==> src/rtl/alu_pkg.sv <==
// Shared definitions for the ALU result bit-serializer.
//   WORD_W  : width of the ALU result word
//   IDX_W   : width of the bit-index counter (log2 of WORD_W)
//   state_t : serializer FSM states
package alu_pkg;

    localparam int unsigned WORD_W = 32;
    localparam int unsigned IDX_W  = 5;

    typedef enum logic [0:0] {
        IDLE,
        SEND
    } state_t;

endpackage

==> src/rtl/alu_bit_serializer_if.sv <==
// Load/stream bundle between the ALU result register, the serializer and its serial consumer.
// Ports (signals):
//   in_word, in_len, in_valid, in_ready : word load handshake
//   abort                               : synchronous flush of the current transfer
//   out_bit, out_last, out_valid, out_ready : serial bit stream handshake
//   done                                : one-cycle pulse after the final bit is accepted
// Modports: master = producer/consumer side (drives loads, accepts bits), slave = serializer.
interface alu_bit_serializer_if;
    import alu_pkg::*;

    logic [WORD_W-1:0] in_word;
    logic [IDX_W-1:0]  in_len;
    logic              in_valid;
    logic              in_ready;
    logic              abort;
    logic              out_bit;
    logic              out_valid;
    logic              out_ready;
    logic              out_last;
    logic              done;

    modport master (
        output in_word, in_len, in_valid, abort, out_ready,
        input  in_ready, out_bit, out_valid, out_last, done
    );

    modport slave (
        input  in_word, in_len, in_valid, abort, out_ready,
        output in_ready, out_bit, out_valid, out_last, done
    );

endinterface

==> src/rtl/alu_bit_serializer_mux32to1.sv <==
// 32-to-1 bit multiplexer.
// Ports:
//   in  [31:0] : data word
//   sel [4:0]  : bit index
//   out        : in[sel]
module Mux32to1
    import alu_pkg::*;
(
    input  logic [WORD_W-1:0] in,
    input  logic [IDX_W-1:0]  sel,
    output logic              out
);

    assign out = in[sel];

endmodule

==> src/rtl/alu_bit_serializer.sv <==
// Bit-serializer for the 32-bit ALU result: loads a word, then emits one bit per accepted beat
// through an internal 32:1 mux driven by a 5-bit index counter.
// Ports:
//   clk   : clock, rising edge
//   rst_n : asynchronous active-low reset
//   bus   : load/stream interface (slave side)
// Parameter:
//   MSB_FIRST : 0 sends bits 0..len, 1 sends bits 31..31-len
module alu_bit_serializer
    import alu_pkg::*;
#(
    parameter bit MSB_FIRST = 1'b0
) (
    input  logic                 clk,
    input  logic                 rst_n,
    alu_bit_serializer_if.slave  bus
);

    localparam logic [IDX_W-1:0] LAST_IDX  = IDX_W'(WORD_W - 1);
    localparam logic [IDX_W-1:0] START_IDX = MSB_FIRST ? LAST_IDX : '0;

    state_t            state_q;
    logic [WORD_W-1:0] word_q;
    logic [IDX_W-1:0]  idx_q;
    logic [IDX_W-1:0]  end_q;
    logic              done_q;
    logic              mux_bit;
    logic              sending;
    logic              is_last;

    assign sending = (state_q == SEND);
    assign is_last = sending && (idx_q == end_q);

    // Abort in IDLE blocks a load by dropping in_ready.
    assign bus.in_ready  = !sending && !bus.abort;
    assign bus.out_valid = sending;
    assign bus.out_last  = is_last;
    assign bus.out_bit   = mux_bit & sending;
    assign bus.done      = done_q;

    Mux32to1 u_mux (
        .in  (word_q),
        .sel (idx_q),
        .out (mux_bit)
    );

    always_ff @(posedge clk or negedge rst_n) begin
        if (!rst_n) begin
            state_q <= IDLE;
            word_q  <= '0;
            idx_q   <= '0;
            end_q   <= '0;
            done_q  <= 1'b0;
        end else begin
            done_q <= 1'b0;
            unique case (state_q)
                IDLE: begin
                    if (bus.in_valid && !bus.abort) begin
                        word_q  <= bus.in_word;
                        idx_q   <= START_IDX;
                        end_q   <= MSB_FIRST ? (LAST_IDX - bus.in_len) : bus.in_len;
                        state_q <= SEND;
                    end
                end
                SEND: begin
                    // Abort wins over a coincident handshake; that bit is not delivered.
                    if (bus.abort) begin
                        state_q <= IDLE;
                    end else if (bus.out_ready) begin
                        if (is_last) begin
                            state_q <= IDLE;
                            done_q  <= 1'b1;
                        end else if (MSB_FIRST) begin
                            idx_q <= idx_q - IDX_W'(1);
                        end else begin
                            idx_q <= idx_q + IDX_W'(1);
                        end
                    end
                end
                default: state_q <= IDLE;
            endcase
        end
    end

endmodule
==> src/flat_wrapper.sv <==
// flat-port wrapper written by rule: the top's interface ports become plain ports
module alu_bit_serializer_flat import alu_pkg::*;
#(
    parameter bit MSB_FIRST = 1'b0
)
  (clk, rst_n, bus_in_word, bus_in_len, bus_in_valid, bus_abort, bus_out_ready, bus_in_ready, bus_out_bit, bus_out_valid, bus_out_last, bus_done);
  alu_bit_serializer_if bus_i ();
  input  logic clk;
  input  logic rst_n;
  input wire logic [$bits(bus_i.in_word)-1:0] bus_in_word;
  input wire logic [$bits(bus_i.in_len)-1:0] bus_in_len;
  input wire logic [$bits(bus_i.in_valid)-1:0] bus_in_valid;
  input wire logic [$bits(bus_i.abort)-1:0] bus_abort;
  input wire logic [$bits(bus_i.out_ready)-1:0] bus_out_ready;
  output wire logic [$bits(bus_i.in_ready)-1:0] bus_in_ready;
  output wire logic [$bits(bus_i.out_bit)-1:0] bus_out_bit;
  output wire logic [$bits(bus_i.out_valid)-1:0] bus_out_valid;
  output wire logic [$bits(bus_i.out_last)-1:0] bus_out_last;
  output wire logic [$bits(bus_i.done)-1:0] bus_done;
  assign bus_i.in_word = bus_in_word;
  assign bus_i.in_len = bus_in_len;
  assign bus_i.in_valid = bus_in_valid;
  assign bus_i.abort = bus_abort;
  assign bus_i.out_ready = bus_out_ready;
  assign bus_in_ready = bus_i.in_ready;
  assign bus_out_bit = bus_i.out_bit;
  assign bus_out_valid = bus_i.out_valid;
  assign bus_out_last = bus_i.out_last;
  assign bus_done = bus_i.done;
  alu_bit_serializer #(.MSB_FIRST(MSB_FIRST)) u_core (.clk(clk), .rst_n(rst_n), .bus(bus_i));
endmodule
==> config.mk <==
export PLATFORM = sky130hd
export DESIGN_NAME = alu_bit_serializer_flat
export DESIGN_NICKNAME = d
export VERILOG_FILES = /design/src/rtl/alu_pkg.sv /design/src/rtl/alu_bit_serializer_if.sv /design/src/rtl/alu_bit_serializer_mux32to1.sv /design/src/rtl/alu_bit_serializer.sv /design/src/flat_wrapper.sv
export SDC_FILE = /design/constraint.sdc
export NUM_CORES = 1
export LEC_CHECK = 0
export BUFFER_PORTS_ARGS = -buffer_cell sky130_fd_sc_hd__buf_2
export CAP_MARGIN = 20
export CELL_PAD_IN_SITES_DETAIL_PLACEMENT = 1
export CELL_PAD_IN_SITES_GLOBAL_PLACEMENT = 1
export CORE_ASPECT_RATIO = 1.1
export CORE_MARGIN = 4
export CORE_UTILIZATION = 35
export CTS_CLUSTER_DIAMETER = 150
export CTS_CLUSTER_SIZE = 28
export DETAILED_ROUTE_END_ITERATION = 10
export PLACE_DENSITY = 0.74
export REMOVE_ABC_BUFFERS = 1
export SYNTH_ARGS = -nofsm -noshare
export SYNTH_HDL_FRONTEND = slang
export SYNTH_SLANG_ARGS = --single-unit
==> constraint.sdc <==
create_clock -name clk -period 2.8 [get_ports clk]
set_clock_uncertainty 0.2 [all_clocks]
set_input_delay 0.56 -clock clk [delete_from_list [all_inputs] [get_ports clk]]
set_output_delay 0.56 -clock clk [all_outputs]
set_load 0.005 [all_outputs]
Yosys cells after proc, flatten, opt, wreduce, memory -nomap -nowiden
Cells that the tools add are included.
{ "op_classes": {"reduce_logical": 7, "muxes": 16, "n_lt_le_gt_ge": 1, "eq_ne": 5, "bitwise": 2, "n_addsub": 1} }
{ "op_table": {"columns": ["op", "count"], "rows": [
  ["two-way mux 5 bit", 4],
  ["case mux 5 bit (2 select lines)", 1],
  ["two-way mux 1 bit", 9],
  ["less-than comparator 5 x 6 -> 1 bit (second input constant)", 1],
  ["inequality test 2 bit (second input constant)", 3],
  ["adder 5 x 1 -> 5 bit (second input constant)", 1],
  ["binary-select mux 1 bit (select 5 bit)", 1],
  ["== test 5 bit", 1],
  ["AND reduction 4 bit", 1],
  ["logical AND 1 bit", 3],
  ["zero test 1 bit", 2],
  ["inequality test 2 x 1 -> 1 bit (second input constant)", 1],
  ["case mux 1 bit (2 select lines)", 1],
  ["AND reduction 2 bit", 1],
  ["AND 1 bit", 1],
  ["NOT 1 bit", 1]
]} }
{ "word_totals": {"ff_bits": 44} }

Depth between registers and ports, before layout
{ "depth": {"ltp_word": 6, "ltp_mapped": 6, "depth_no_buf": 4} }

By module
From an unflattened synthesis, not the netlist that was laid out.
{ "hier_totals": {"cells_unflattened": 254, "area_unflattened_um2": 2242.2} }
{ "modules_own_cells": {"columns": ["mod", "cells_per_inst", "instances", "area_each_um2"], "rows": [
  ["alu_bit_serializer", 213, 1, 1916.8],
  ["Mux32to1", 41, 1, 325.3]
]} }

Worst setup path before layout
Ideal clock, no wire load.
{ "synth_path": {"kind": "register -> output", "startpoint": "register u_core.idx_q[0]", "endpoint": "output port bus_out_bit", "t_arrival_ns": 1.505, "path_slack_ns": 0.535, "stages_incl_launch_ff": 6, "path_cell_list": "dfrtp_1 buf_6 mux4_2 and2_4 a2111oi_4 nor4b_1"} }
{ "synth_between": {"elab_chain_len": 3} }
{ "synth_rtl": {"columns": ["item", "line", "source"], "rows": [
  ["start: declaration", "alu_bit_serializer.sv:24", "logic [IDX_W-1:0] idx_q;"],
  ["start signal: assignment", "alu_bit_serializer.sv:74", "idx_q <= idx_q - IDX_W'(1);"],
  ["start signal: assignment", "alu_bit_serializer.sv:76", "idx_q <= idx_q + IDX_W'(1);"],
  ["binary-select mux 1 bit (select 5 bit)", "alu_bit_serializer_mux32to1.sv:14", "assign out = in[sel];"],
  ["two-way mux 1 bit (implied by the code)", "alu_bit_serializer_mux32to1.sv:14", null],
  ["AND 1 bit", "alu_bit_serializer.sv:38", "assign bus.out_bit = mux_bit & sending;"],
  ["end: declaration", "flat_wrapper.sv:16", "output wire logic [$bits(bus_i.out_bit)-1:0] bus_out_bit;"]
]} }
Every way passes these cells. The select of a mux whose other input is x is not followed.

Worst setup path after layout
Same ends and word-level chain as after synthesis.

==> flow_summary.json <==
{
  "synth_seq_cells": 44,
  "fillCellCount": 707,
  "synth_cell_type_count": 36,
  "antenna_found_initial": 0,
  "intPower_uw": 1100,
  "die_h_um": 89.9,
  "row_count": 29,
  "cts_inserted_buffers": 5,
  "portBuffers": 46,
  "clk_pin_slew_worst_paths_ns": 0.08,
  "cts_root_buf": "clkbuf_8",
  "peakVddDrop_mv": 0.245,
  "routed_wl_um": 4890,
  "finalHoldViolations": 0,
  "grt_pass1_wl_um": 8580,
  "yosysWarnings": 0,
  "setup_tns_ns": 0,
  "tightestPinTransition_ns": 0.557,
  "relSlewSlack_pct": 62.5,
  "critPathMaxStageDelay_ns": 0.50,
  "slowest_stage": "mux4_2",
  "ioPinCount": 47,
  "synth_common_cells": "nand2_1 (113), dfrtp_1 (44), inv_1 (7)",
  "start_util_pct": 36.5,
  "dp_slack_ns": 0.240,
  "viasPerCell": 4.86,
  "crit_required_ns": 2.04,
  "synth_area_leaders": "dfrtp_1 (52%), nand2_1 (20%), mux4_2 (6.3%), xnor2_1 (2.1%), nand2b_1 (1.5%)",
  "routabilityCongestion": 0.852,
  "worst_ep_arrival_time_ns": 1.99,
  "drc": 0,
  "diodes": 0,
  "crit_buf_inv": 2,
  "drv_slew": 0,
  "hold_path_class": "in -> reg",
  "cts_max_level": 2,
  "grt.overflow.total": 0,
  "power_frac_seq_pct": 53.6,
  "grt_pass1_vias": 1836,
  "fmax_ghz": 0.364,
  "critPathTopFamily": "multiplexers",
  "drtIter0Drc": 74,
  "grt_max_degree": 38,
  "synthArstFlopShare_pct": 100,
  "synth-seq-area-share_pct": 51.6,
  "status": "completed",
  "cts_sinks": 44,
  "yosysTopAreaCell": "dfrtp_1",
  "fin_ws_ns": 0.0513,
  "syn_area_per_cell_sq_um": 9.15,
  "coreArea_sq_um": 5840,
  "p_leak_uw": 0.00128,
  "syn_area_sq_um": 2130,
  "crit_type": "reg -> out",
  "area_delta_synth_final_pct": 20.8,
  "pwr-share-clk_pct": 24.1,
  "fin_crit_ns": 2.75,
  "cap_violations": 0,
  "die_area_sq_um": 7410,
  "drtAntennaViolNets": 0,
  "rsz0062_at_grt": "yes",
  "place_hpwl_um": 3690,
  "routedWlPerCell_um": 13.6,
  "syn_inst": 233,
  "layout-drive-gt1-share_pct": 26.1,
  "power_switching_share_pct": 29.6,
  "final_util_pct": 44.1,
  "critical_path.endpoint_type": "output port",
  "p_per_area_nw_per_um2": 604,
  "finalCritPeriodShare_pct": 98.2,
  "synth_ff_type": "dfrtp_1",
  "final_nets": 327,
  "combinationalPowerShare_pct": 22.3,
  "synth_most_common_cell": "nand2_1",
  "switchingPower_uw": 460,
  "critical_path.cell_chain": "buf_8 -> mux4_2 -> o22ai_1 -> o21ai_1 -> nor4b_2 -> buf_2",
  "crit_fanout": 7,
  "setup_viol": 0,
  "gr-usage-all-layers_pct": 14.8,
  "whs_ns": 0.249,
  "synth_edf_count": 0,
  "die_w_um": 82.4,
  "drt_pass1_iterations": 4,
  "vias": 1754,
  "worstSetupStartpointType": "register",
  "clk_latency_ns": 0.30,
  "clk_path_buf_depth": 2,
  "cts_tree": "yes",
  "synth_top_area_share_pct": 51.6
}
kinds of logic (layout without fill, tap and decap cells):
| group | after synthesis | after routing | share of synthesized area [%] |
|---|---|---|---|
| and+or+nand+nor | 135 | 135 | 25.9 |
| DFF | 44 | 44 | 51.6 |
| AOI/OAI and AO/OA | 19 | 19 | 7.51 |
| buffers and inverters | 19 | 70 | 4.05 |
| muxes | 10 | 10 | 8.27 |
| xor gates and xnor gates | 5 | 5 | 2.05 |
| adders and majority gates | 1 | 1 | 0.587 |
worst min-delay path, delay by kind of cell:
kind	cells	cell delay, ns
buffers and inverters	1	0.07
AND/OR/NAND/NOR	2	0.09
power by group through the flow:
stage	clock network (uW)	registers [uW]	logic, uW
6_report	375	833	347
5_1_grt	420	853	403
4_1_cts	390	836	340
3_5_place_dp	0	846	337
3_3_place_gp	0	846	323
2_1_floorplan	0	821	225
final timing paths:
| path | from | end | slack, ns | cells past startpoint |
|---|---|---|---|---|
| worst max register to register | u_core.idx_q[0]$_DFFE_PN0P_ | u_core.idx_q[4]$_DFFE_PN0P_ | 0.65 | 6 |
| worst min-delay path | bus_in_word[27] | u_core.word_q[27]$_DFFE_PN0P_ | 0.25 | 3 |
| worst max-delay path | u_core.idx_q[0]$_DFFE_PN0P_ | bus_out_bit | 0.05 | 6 |
| max in group asynchronous | rst_n | u_core.idx_q[0]$_DFFE_PN0P_ | 1.19 | 3 |
| min in group asynchronous | rst_n | u_core.word_q[19]$_DFFE_PN0P_ | 0.50 | 2 |
| worst min register to register | u_core.word_q[15]$_DFFE_PN0P_ | u_core.word_q[15]$_DFFE_PN0P_ | 0.28 | 2 |
sequential cells by signal, indices dropped and copies added, names as in the netlist:
| name | count |
|---|---|
| u_core.end_q | 5 |
| u_core.idx_q | 5 |
| u_core.bus.done | 1 |
| u_core.word_q | 32 |
| u_core.bus.out_valid | 1 |
repair_timing:
item | in CTS | in global routing
setup buffers | 0 | 3
hold buffers | 1 | 0
gates resized for setup | 2 | 4
hold endpoints to repair | 16 | 0
pin swaps | 0 | 1
endpoints found under the setup margin | 1 | 1
metrics by stage:
step	std cells	area (sq um)	power, uW
global placement	350	2440	1170
floorplan	221	2070	1050
CTS	358	2540	1570
detailed placement	350	2440	1180
finish	361	2580	1560
global route	361	2580	1670
final cells by class:
| class | instances | area, sq um | area share, % |
|---|---|---|---|
| Sequential cell | 44 | 1100 | 42.8 |
| Multi-Input combinational cell | 170 | 957 | 37.2 |
| Timing Repair Buffer | 56 | 315 | 12.2 |
| Tap cell | 77 | 96.3 | 3.74 |
| Clock buffer | 6 | 72.6 | 2.82 |
| Inverter | 7 | 26.3 | 1.02 |
| Clock inverter | 1 | 5.00 | 0.194 |
routing by layer:
layer  global-route usage [%]  wire length (um)
met1                     21.0              2300
met2                     22.2              2260
met3                     3.80               246
met4                     4.16                80
met5                        0                 0
cells in the final DEF, fill, tap and decap left out, types with 2 or more instances in the layout:
cell type	n
nand2b_1	5
nand4_1	2
o31ai_1	2
nand3_1	4
nor2_1	3
clkbuf_8	5
buf_4	8
buf_2	46
inv_1	7
mux4_2	6
dfrtp_1	42
nor3_1	2
dfrtp_2	2
mux2i_1	3
o21ai_0	3
o22ai_1	3
a32oi_1	3
xnor2_1	5
nand2_1	113
Note: power is estimated with default switching activity, not from simulation.
